**config.mk**
```make
export PLATFORM = sky130hd
export DESIGN_NAME = uart_rx_cfg
export DESIGN_NICKNAME = d
export VERILOG_FILES = /design/src/rtl/uart_rx_cfg.sv
export SDC_FILE = /design/constraint.sdc
export NUM_CORES = 1
export LEC_CHECK = 0
export ABC_AREA = 1
export CORE_ASPECT_RATIO = 0.5
export CORE_UTILIZATION = 55
export CTS_BUF_LIST = sky130_fd_sc_hd__clkbuf_4 sky130_fd_sc_hd__clkbuf_8 sky130_fd_sc_hd__clkbuf_16
export CTS_CLUSTER_DIAMETER = 80
export DETAILED_ROUTE_END_ITERATION = 10
export GPL_TIMING_DRIVEN = 0
export HOLD_SLACK_MARGIN = 0.03
export PLACE_DENSITY_LB_ADDON = 0.3
export SLEW_MARGIN = 20
export SYNTH_ARGS = -nofsm -noshare
export SYNTH_HDL_FRONTEND = slang
export SYNTH_SLANG_ARGS = --single-unit
```
**constraint.sdc**
```tcl
create_clock -name clk -period 3 [get_ports clk]
set_input_delay 0.6 -clock clk [delete_from_list [all_inputs] [get_ports clk]]
set_output_delay 0.6 -clock clk [all_outputs]
set_load 0.02 [all_outputs]
```
**src/rtl/uart_rx_cfg.sv**
```systemverilog
// uart_rx_cfg: parametrised UART receiver with 3-sample majority vote,
// parity/frame/break detection and a one-entry valid/ready holding register.
module uart_rx_cfg #(
  parameter int unsigned CLK_FREQ    = 100_000_000,
  parameter int unsigned UART_RATE   = 1_000_000,
  parameter int unsigned DATA_BITS   = 8,
  parameter int unsigned PARITY_MODE = 2,
  parameter int unsigned STOP_BITS   = 1
) (
  input  logic                 clk,
  input  logic                 rst_n,
  input  logic                 uart_rxd,
  output logic [DATA_BITS-1:0] data_o,
  output logic                 data_valid_o,
  input  logic                 data_ready_i,
  output logic                 parity_error_o,
  output logic                 frame_error_o,
  output logic                 overrun_o,
  output logic                 break_o
);

  localparam int unsigned BIT_CYCLES = CLK_FREQ / UART_RATE;
  localparam int unsigned MID        = BIT_CYCLES / 2;
  localparam int unsigned CW         = $clog2(BIT_CYCLES);
  localparam int unsigned BW         = $clog2(DATA_BITS + 1);

  localparam logic [CW-1:0] CNT_LOAD = CW'(BIT_CYCLES - 1);
  localparam logic [CW-1:0] CNT_S0   = CW'(MID + 1);
  localparam logic [CW-1:0] CNT_S1   = CW'(MID);
  localparam logic [CW-1:0] CNT_VOTE = CW'(MID - 1);
  localparam logic          HAS_PAR  = 1'(PARITY_MODE != 0);
  localparam logic          ODD_PAR  = 1'(PARITY_MODE == 1);
  localparam logic          LAST_STP = 1'(STOP_BITS - 1);

  typedef enum logic [2:0] {
    ST_IDLE, ST_START, ST_DATA, ST_PARITY, ST_STOP, ST_WAIT_HIGH
  } state_t;

  logic                 r_sync1, r_sync2;
  state_t               r_state;
  logic [CW-1:0]        r_cnt;
  logic                 r_s0, r_s1;
  logic [DATA_BITS-1:0] r_shift;
  logic [BW-1:0]        r_bit_cnt;
  logic                 r_pbit;
  logic                 r_stop_cnt;
  logic                 r_stop0;
  logic                 r_ferr;

  logic w_rxs, w_vote_now, w_vote, w_cnt_zero;
  logic w_last_stop, w_first_stop, w_ferr, w_break, w_perr, w_load;

  assign w_rxs        = r_sync2;
  assign w_vote_now   = (r_cnt == CNT_VOTE);
  assign w_cnt_zero   = (r_cnt == '0);
  assign w_vote       = (r_s0 & r_s1) | (r_s0 & w_rxs) | (r_s1 & w_rxs);
  assign w_last_stop  = (r_state == ST_STOP) && w_vote_now && (r_stop_cnt == LAST_STP);
  assign w_first_stop = (r_stop_cnt == 1'b0) ? w_vote : r_stop0;
  assign w_ferr       = r_ferr | ~w_vote;
  assign w_break      = (r_shift == '0) && !(HAS_PAR && r_pbit) && !w_first_stop;
  assign w_perr       = HAS_PAR & ((^r_shift) ^ r_pbit ^ ODD_PAR);
  assign w_load       = w_last_stop && !w_break && (!data_valid_o || data_ready_i);

  // Two-flop synchroniser for the asynchronous serial line, idle high.
  always_ff @(posedge clk) begin
    if (!rst_n) begin
      r_sync1 <= 1'b1;
      r_sync2 <= 1'b1;
    end else begin
      r_sync1 <= uart_rxd;
      r_sync2 <= r_sync1;
    end
  end

  // Frame FSM: bit timer, mid-bit samples, data shift, parity and stop tracking.
  always_ff @(posedge clk) begin
    if (!rst_n) begin
      r_state    <= ST_IDLE;
      r_cnt      <= '0;
      r_s0       <= 1'b1;
      r_s1       <= 1'b1;
      r_shift    <= '0;
      r_bit_cnt  <= '0;
      r_pbit     <= 1'b0;
      r_stop_cnt <= 1'b0;
      r_stop0    <= 1'b1;
      r_ferr     <= 1'b0;
    end else begin
      if (r_state != ST_IDLE && r_state != ST_WAIT_HIGH) begin
        r_cnt <= w_cnt_zero ? CNT_LOAD : r_cnt - CW'(1);
        if (r_cnt == CNT_S0) r_s0 <= w_rxs;
        if (r_cnt == CNT_S1) r_s1 <= w_rxs;
      end
      case (r_state)
        ST_IDLE: begin
          if (!w_rxs) begin
            r_state <= ST_START;
            r_cnt   <= CNT_LOAD;
          end
        end
        ST_START: begin
          if (w_vote_now && w_vote) begin
            r_state <= ST_IDLE;
          end else if (w_cnt_zero) begin
            r_state   <= ST_DATA;
            r_bit_cnt <= '0;
          end
        end
        ST_DATA: begin
          if (w_vote_now) begin
            r_shift   <= {w_vote, r_shift[DATA_BITS-1:1]};
            r_bit_cnt <= r_bit_cnt + BW'(1);
          end
          if (w_cnt_zero && r_bit_cnt == BW'(DATA_BITS)) begin
            r_state    <= HAS_PAR ? ST_PARITY : ST_STOP;
            r_stop_cnt <= 1'b0;
            r_ferr     <= 1'b0;
          end
        end
        ST_PARITY: begin
          if (w_vote_now) r_pbit <= w_vote;
          if (w_cnt_zero) begin
            r_state    <= ST_STOP;
            r_stop_cnt <= 1'b0;
            r_ferr     <= 1'b0;
          end
        end
        ST_STOP: begin
          if (w_vote_now) begin
            if (r_stop_cnt == 1'b0) r_stop0 <= w_vote;
            r_ferr <= w_ferr;
            if (w_last_stop) begin
              r_state <= (w_break || w_ferr) ? ST_WAIT_HIGH : ST_IDLE;
            end else begin
              r_stop_cnt <= 1'b1;
            end
          end
        end
        ST_WAIT_HIGH: begin
          if (w_rxs) r_state <= ST_IDLE;
        end
        default: r_state <= ST_IDLE;
      endcase
    end
  end

  // Holding register with valid/ready handshake plus overrun and break pulses.
  always_ff @(posedge clk) begin
    if (!rst_n) begin
      data_o         <= '0;
      data_valid_o   <= 1'b0;
      parity_error_o <= 1'b0;
      frame_error_o  <= 1'b0;
      overrun_o      <= 1'b0;
      break_o        <= 1'b0;
    end else begin
      overrun_o <= w_last_stop && !w_break && data_valid_o && !data_ready_i;
      break_o   <= w_last_stop && w_break;
      if (w_load) begin
        data_o         <= r_shift;
        parity_error_o <= w_perr;
        frame_error_o  <= w_ferr;
        data_valid_o   <= 1'b1;
      end else if (data_valid_o && data_ready_i) begin
        data_valid_o <= 1'b0;
      end
    end
  end

endmodule

```
Word-level counts from Yosys, hierarchy flattened
Index checks and enable logic that the tools add are counted.
{"block": "word_totals", "reg_bits": 43, "latchBits": 0, "ramBits": 0, "mem_bits_ro": 0, "out_inout_bits": 13, "memories": 0}
{"block": "op_classes", "add_sub_neg": 2, "n_mul": 0, "n_div": 0, "magnitude_cmp": 0, "n_eq_ne": 21, "n_shift": 0, "muxes": 28, "bitwise_logic": 9, "n_reduce_logical": 37}
{"op": "7-bit 2-to-1 mux", "n": 4}
{"op": "3-bit 2-to-1 mux", "n": 9}
{"op": "7-bit by 6-bit equality test with 1-bit output, second input constant", "n": 3}
{"op": "2-bit inequality test, second input constant", "n": 10}
{"op": "3-bit case mux with 6 select lines", "n": 1}
{"op": "1-bit logical AND", "n": 13}
{"op": "4-bit 2-to-1 mux", "n": 3}
{"op": "2-bit AND reduction", "n": 5}
{"op": "8-bit logical NOT", "n": 1}
{"op": "1-bit 2-to-1 mux", "n": 8}
{"op": "4-bit case mux with 2 select lines", "n": 1}
{"op": "4-bit AND reduction", "n": 2}
{"op": "8-bit XOR reduction", "n": 1}
{"op": "7-bit logical NOT", "n": 1}
{"op": "7-bit AND reduction", "n": 1}
{"op": "7-bit by 1-bit subtractor with 7-bit output, second input constant", "n": 1}
{"op": "3-bit by 2-bit equality test with 1-bit output, second input constant", "n": 2}
{"op": "3-bit equality test, second input constant", "n": 2}
{"op": "3-bit inequality test, second input constant", "n": 2}
{"op": "1-bit case mux with 3 select lines", "n": 2}
{"op": "3-bit nonzero test", "n": 2}
{"op": "1-bit logical NOT", "n": 5}
{"op": "5-bit AND reduction", "n": 1}
{"op": "4-bit by 1-bit adder with 4-bit output, second input constant", "n": 1}
{"op": "other kinds (9)", "n": 16}

Longest topological paths before layout
{"block": "logic_depth", "word_depth": 11, "mapped_depth": 11}

Least setup slack after synthesis
OpenSTA, ideal clock, no wires.
{"block": "synth_path", "path_type": "reg2reg", "startpoint": "reg r_cnt[0]", "endpoint": "reg r_bit_cnt[2]", "t_arrival_ps": 1323, "required_ps": 2868, "setup_slack_ps": 1545, "stages_incl_launch_ff": 10, "path_buffers": 0, "path_cell_list": "dfxtp_1 -> inv_1 -> ha_1 -> nand2_1 -> nor2_1 -> nor2_1 -> a21oi_1 -> nand2_1 -> nand2_1 -> a21oi_1"}
{"block": "synth_between", "elab_chain_len": 4, "elab_cells_between_ends": 7, "classes_between": "eq/ne (4); reduce/logical (3)"}
{"item": "start: declaration", "line_no": "41", "source": "logic [CW-1:0] r_cnt;"}
{"item": "start signal: assignment", "line_no": "90", "source": "r_cnt <= w_cnt_zero ? CNT_LOAD : r_cnt - CW'(1);"}
{"item": "7-bit by 6-bit equality test with 1-bit output", "line_no": "54", "source": "assign w_vote_now = (r_cnt == CNT_VOTE);"}
{"item": "1-bit logical AND", "line_no": "102", "source": "if (w_vote_now && w_vote) begin"}
{"item": "2-bit inequality test (no source line)"}
{"item": "4-bit AND reduction (no source line) (*)"}
{"item": "end signal: assignment", "line_no": "112", "source": "r_bit_cnt <= r_bit_cnt + BW'(1);"}
{"item": "end: declaration", "line_no": "44", "source": "logic [BW-1:0] r_bit_cnt;"}
Mark *: on every way between the ends. The rest lies on a longest branch, timed or not.
A chain may end at the register's enable or synchronous reset.

Worst setup path in the final report
{"block": "layout_path", "startpoint": "reg data_valid_o", "endpoint": "out data_valid_o"}
{"item": "start: declaration", "line_no": "14", "source": "output logic data_valid_o,"}
{"item": "start signal: assignment", "line_no": "151", "source": "data_valid_o <= 1'b0;"}
{"item": "start signal: assignment", "line_no": "163", "source": "data_valid_o <= 1'b1;"}
{"item": "start signal: assignment", "line_no": "165", "source": "data_valid_o <= 1'b0;"}
No word-level cell between the ends.

==> impl_metrics.toml <==
[finish]
drive_gt1_share_pct = 8.39
n_antenna_cell = 0
syn_to_final_growth_pct = 13.8
fill_cells = 311
nNetsFinal = 336

[yosys]
ys_seq_elements = 43
yosys.area.top_type = "dfxtp_1"
syn-cell-area_sq_um = 2180
synthSimpleGateAreaFrac_pct = 28.1
ys.flop_type = "dfxtp_1"
synth_top_area_share_pct = 39.5
synthAdderAreaFrac_pct = 5.74
synth_edf_count = 0
synth_top_family_by_area = "simple AND/OR/NAND/NOR gates"
synth.area.mux_share_pct = 0
netlist_top_cells_count = "nand2_1, dfxtp_1, inv_1"
avgSynthCellArea_sq_um = 7.26
yosys.cell_count.top_type = "nand2_1"
synthTopCellsByArea = "dfxtp_1, nand2_1, inv_1, a21oi_1, ha_1"
ys_types = 31
synth-compound-area-share_pct = 13.8
yosys_warnings = 0
yosysSeqAreaShare_pct = 39.5
async_flop_share_pct = 0
synth_fp_nets = 314
syn_inst = 300
synth-xor-area-share_pct = 2.81

[clocking]
clk_latency_ns = 0.30
clock-root-buffer = "clkbuf_8"
cts_tree = "done"
clk_path_buf_depth = 2
cts-resized-gates = 0
cts.sinks = 43
clk_pin_slew_ns = 0.08
numCtsBuffers = 5
cts_setup_buffers = 0
hold_buffers = 0
htreeDepth = 2

[global_route]
grt.total_usage_pct = 23.8
grt_max_degree = 13
grt-ovfl-total = 0
antenna_found_initial = 0
grt_pass1_wl_um = 7710
grt.busiest_layer = "met2"
met2_usage_pct = 43.6
met3_usage_pct = 4.95
met1_usage_pct = 28.6
grt_pass1_vias = 1769

[setup_path]
cp_max_fo = 3
critPathBufInv = 1
slowest_stage = "clkdlybuf4s50_1"
path_cells = "clkdlybuf4s50_1"
path_class = "reg2out"
slowest_delay_ns = 0.62
start_kind = "flip-flop"
end_kind = "output port"
path_delay_family = "buffers and inverters"
cp.required_ns = 2.40
crit_arrival_ns = 1.30

[die]
start_util_pct = 60.5
die_area_sq_um = 4230
die_x_um = 91
die_h_um = 46.5
core-area_sq_um = 3600
io_pins = 17
rows = 15

[run]
max-cap-violations = 0

[sta]
slew_headroom_pct = 57.9
setup_violations = 0
period_share_pct = 63.3
hold_violations = 0
clock_skew_ns = 0.00828
tns_ns = 0
slew_violations = 0
rsz0062_at_grt = "false"
worstMarginPinSlew_ns = 0.625
timing.fmax_ghz = 0.527
period_needed_ns = 1.90

[power_and_ir_drop]
powerDensity_nw_per_um2 = 612
power_mw = 1.52
ir_drop_v = 0.000294
p_leak_nw = 1.05

[detailed_routing]
drc = 0
routed_wl_um = 4560
viasPerCell = 5.32
detail-route-antenna-nets = 0
wl_per_cell_um = 12.2
vias = 1983
first_iter_violations = 87
dr.pass1.iters = 4

[min_path]
hold_path.class = "reg2reg"

[placement]
globalplace.congestion = 0.831
io_buffers = 15
dpl.hpwl_um = 3230

[outcome]
status = "completed"
==> routing by layer <==
layer	share of wire, %	routed length (um)	vias up
met5	0	0	-
met4	1.7	78	0
met3	5.0	230	9
met2	46	2080	47
met1	48	2170	910
li1	-	-	1017
==> area by class of cell <==
cell class	instances	area, sq um	share of cell area (%)
Multi-Input combinational cell	204	1100	44.3
Buffer	8	50.0	2.02
Clock inverter	1	5.00	0.202
Sequential cell	43	861	34.7
Inverter	45	169	6.81
Timing Repair Buffer	15	150	6.05
Tap cell	51	63.8	2.57
Clock buffer	6	82.6	3.33
==> report_power, final <==
group / total (mW) / switching [mW] / internal (mW)
Clock: 0.375 / 0.194 / 0.181
Sequential: 0.673 / 0.0513 / 0.622
Combinational: 0.470 / 0.316 / 0.154
==> through the flow <==
| stage | std cells | utilization [%] | instance area [sq um] | hold WS [ns] | worst slack, ns |
|---|---|---|---|---|---|
| finish | 373 | 68.8 | 2480 | 0.428 | 1.10 |
| global route | 373 | 68.8 | 2480 | 0.442 | 0.989 |
| CTS | 373 | 68.8 | 2480 | 0.433 | 1.10 |
| detailed placement | 366 | 66.4 | 2390 | 0.406 | 1.11 |
| global placement | 366 | 66.4 | 2390 | 0.399 | 1.16 |
| floorplan | 300 | - | 2180 | 0.393 | 1.54 |
==> layout by cell type (no fill, tap or decap) <==
cell,instances
nand2_4,1
a21oi_1,32
nand4_1,11
nor3_1,2
clkbuf_1,4
buf_6,2
nand3_2,2
buf_4,1
nand3b_1,1
nor2_2,2
or2_2,2
o21ai_0,22
buf_2,1
nand2_1,57
o21ai_1,1
clkdlybuf4s50_1,15
nor4_1,1
nand2_2,3
nor2_1,24
a21boi_1,1
dfxtp_1,43
and2_1,1
xnor2_1,3
inv_1,43
ha_1,10
a21oi_2,1
clkinv_2,1
a311oi_1,1
xor2_1,4
nor3_4,1
nor2_4,2
inv_2,2
nand3_1,19
clkbuf_8,6
==> logic make-up (layout without fill, tap and decap cells) <==
group / after synthesis / count (layout)
AOI/OAI and AO/OA: 58 / 58
xor gates and xnor gates: 7 / 7
adders and majority gates: 10 / 10
buffers and inverters: 53 / 75
DFF: 43 / 43
and+or+nand+nor: 129 / 129
==> state kept, by name (all words and copies together), names as in the netlist, 3 cells and up <==
name	count
r_state	3
r_cnt	7
r_bit_cnt	4
r_shift	8
data_o	8
==> path summary, 6_finish.rpt <==
path / to / cells past startpoint / startpoint / slack, ns
setup / recovery: data_valid_o / 1 / data_valid_o / 1.10
hold / removal: r_sync2 / 1 / r_sync1 / 0.43
setup reg to reg: r_bit_cnt[2] / 9 / r_cnt[0] / 1.23
hold reg to reg: r_sync2 / 1 / r_sync1 / 0.43
Power figures use the tool's default switching activity.
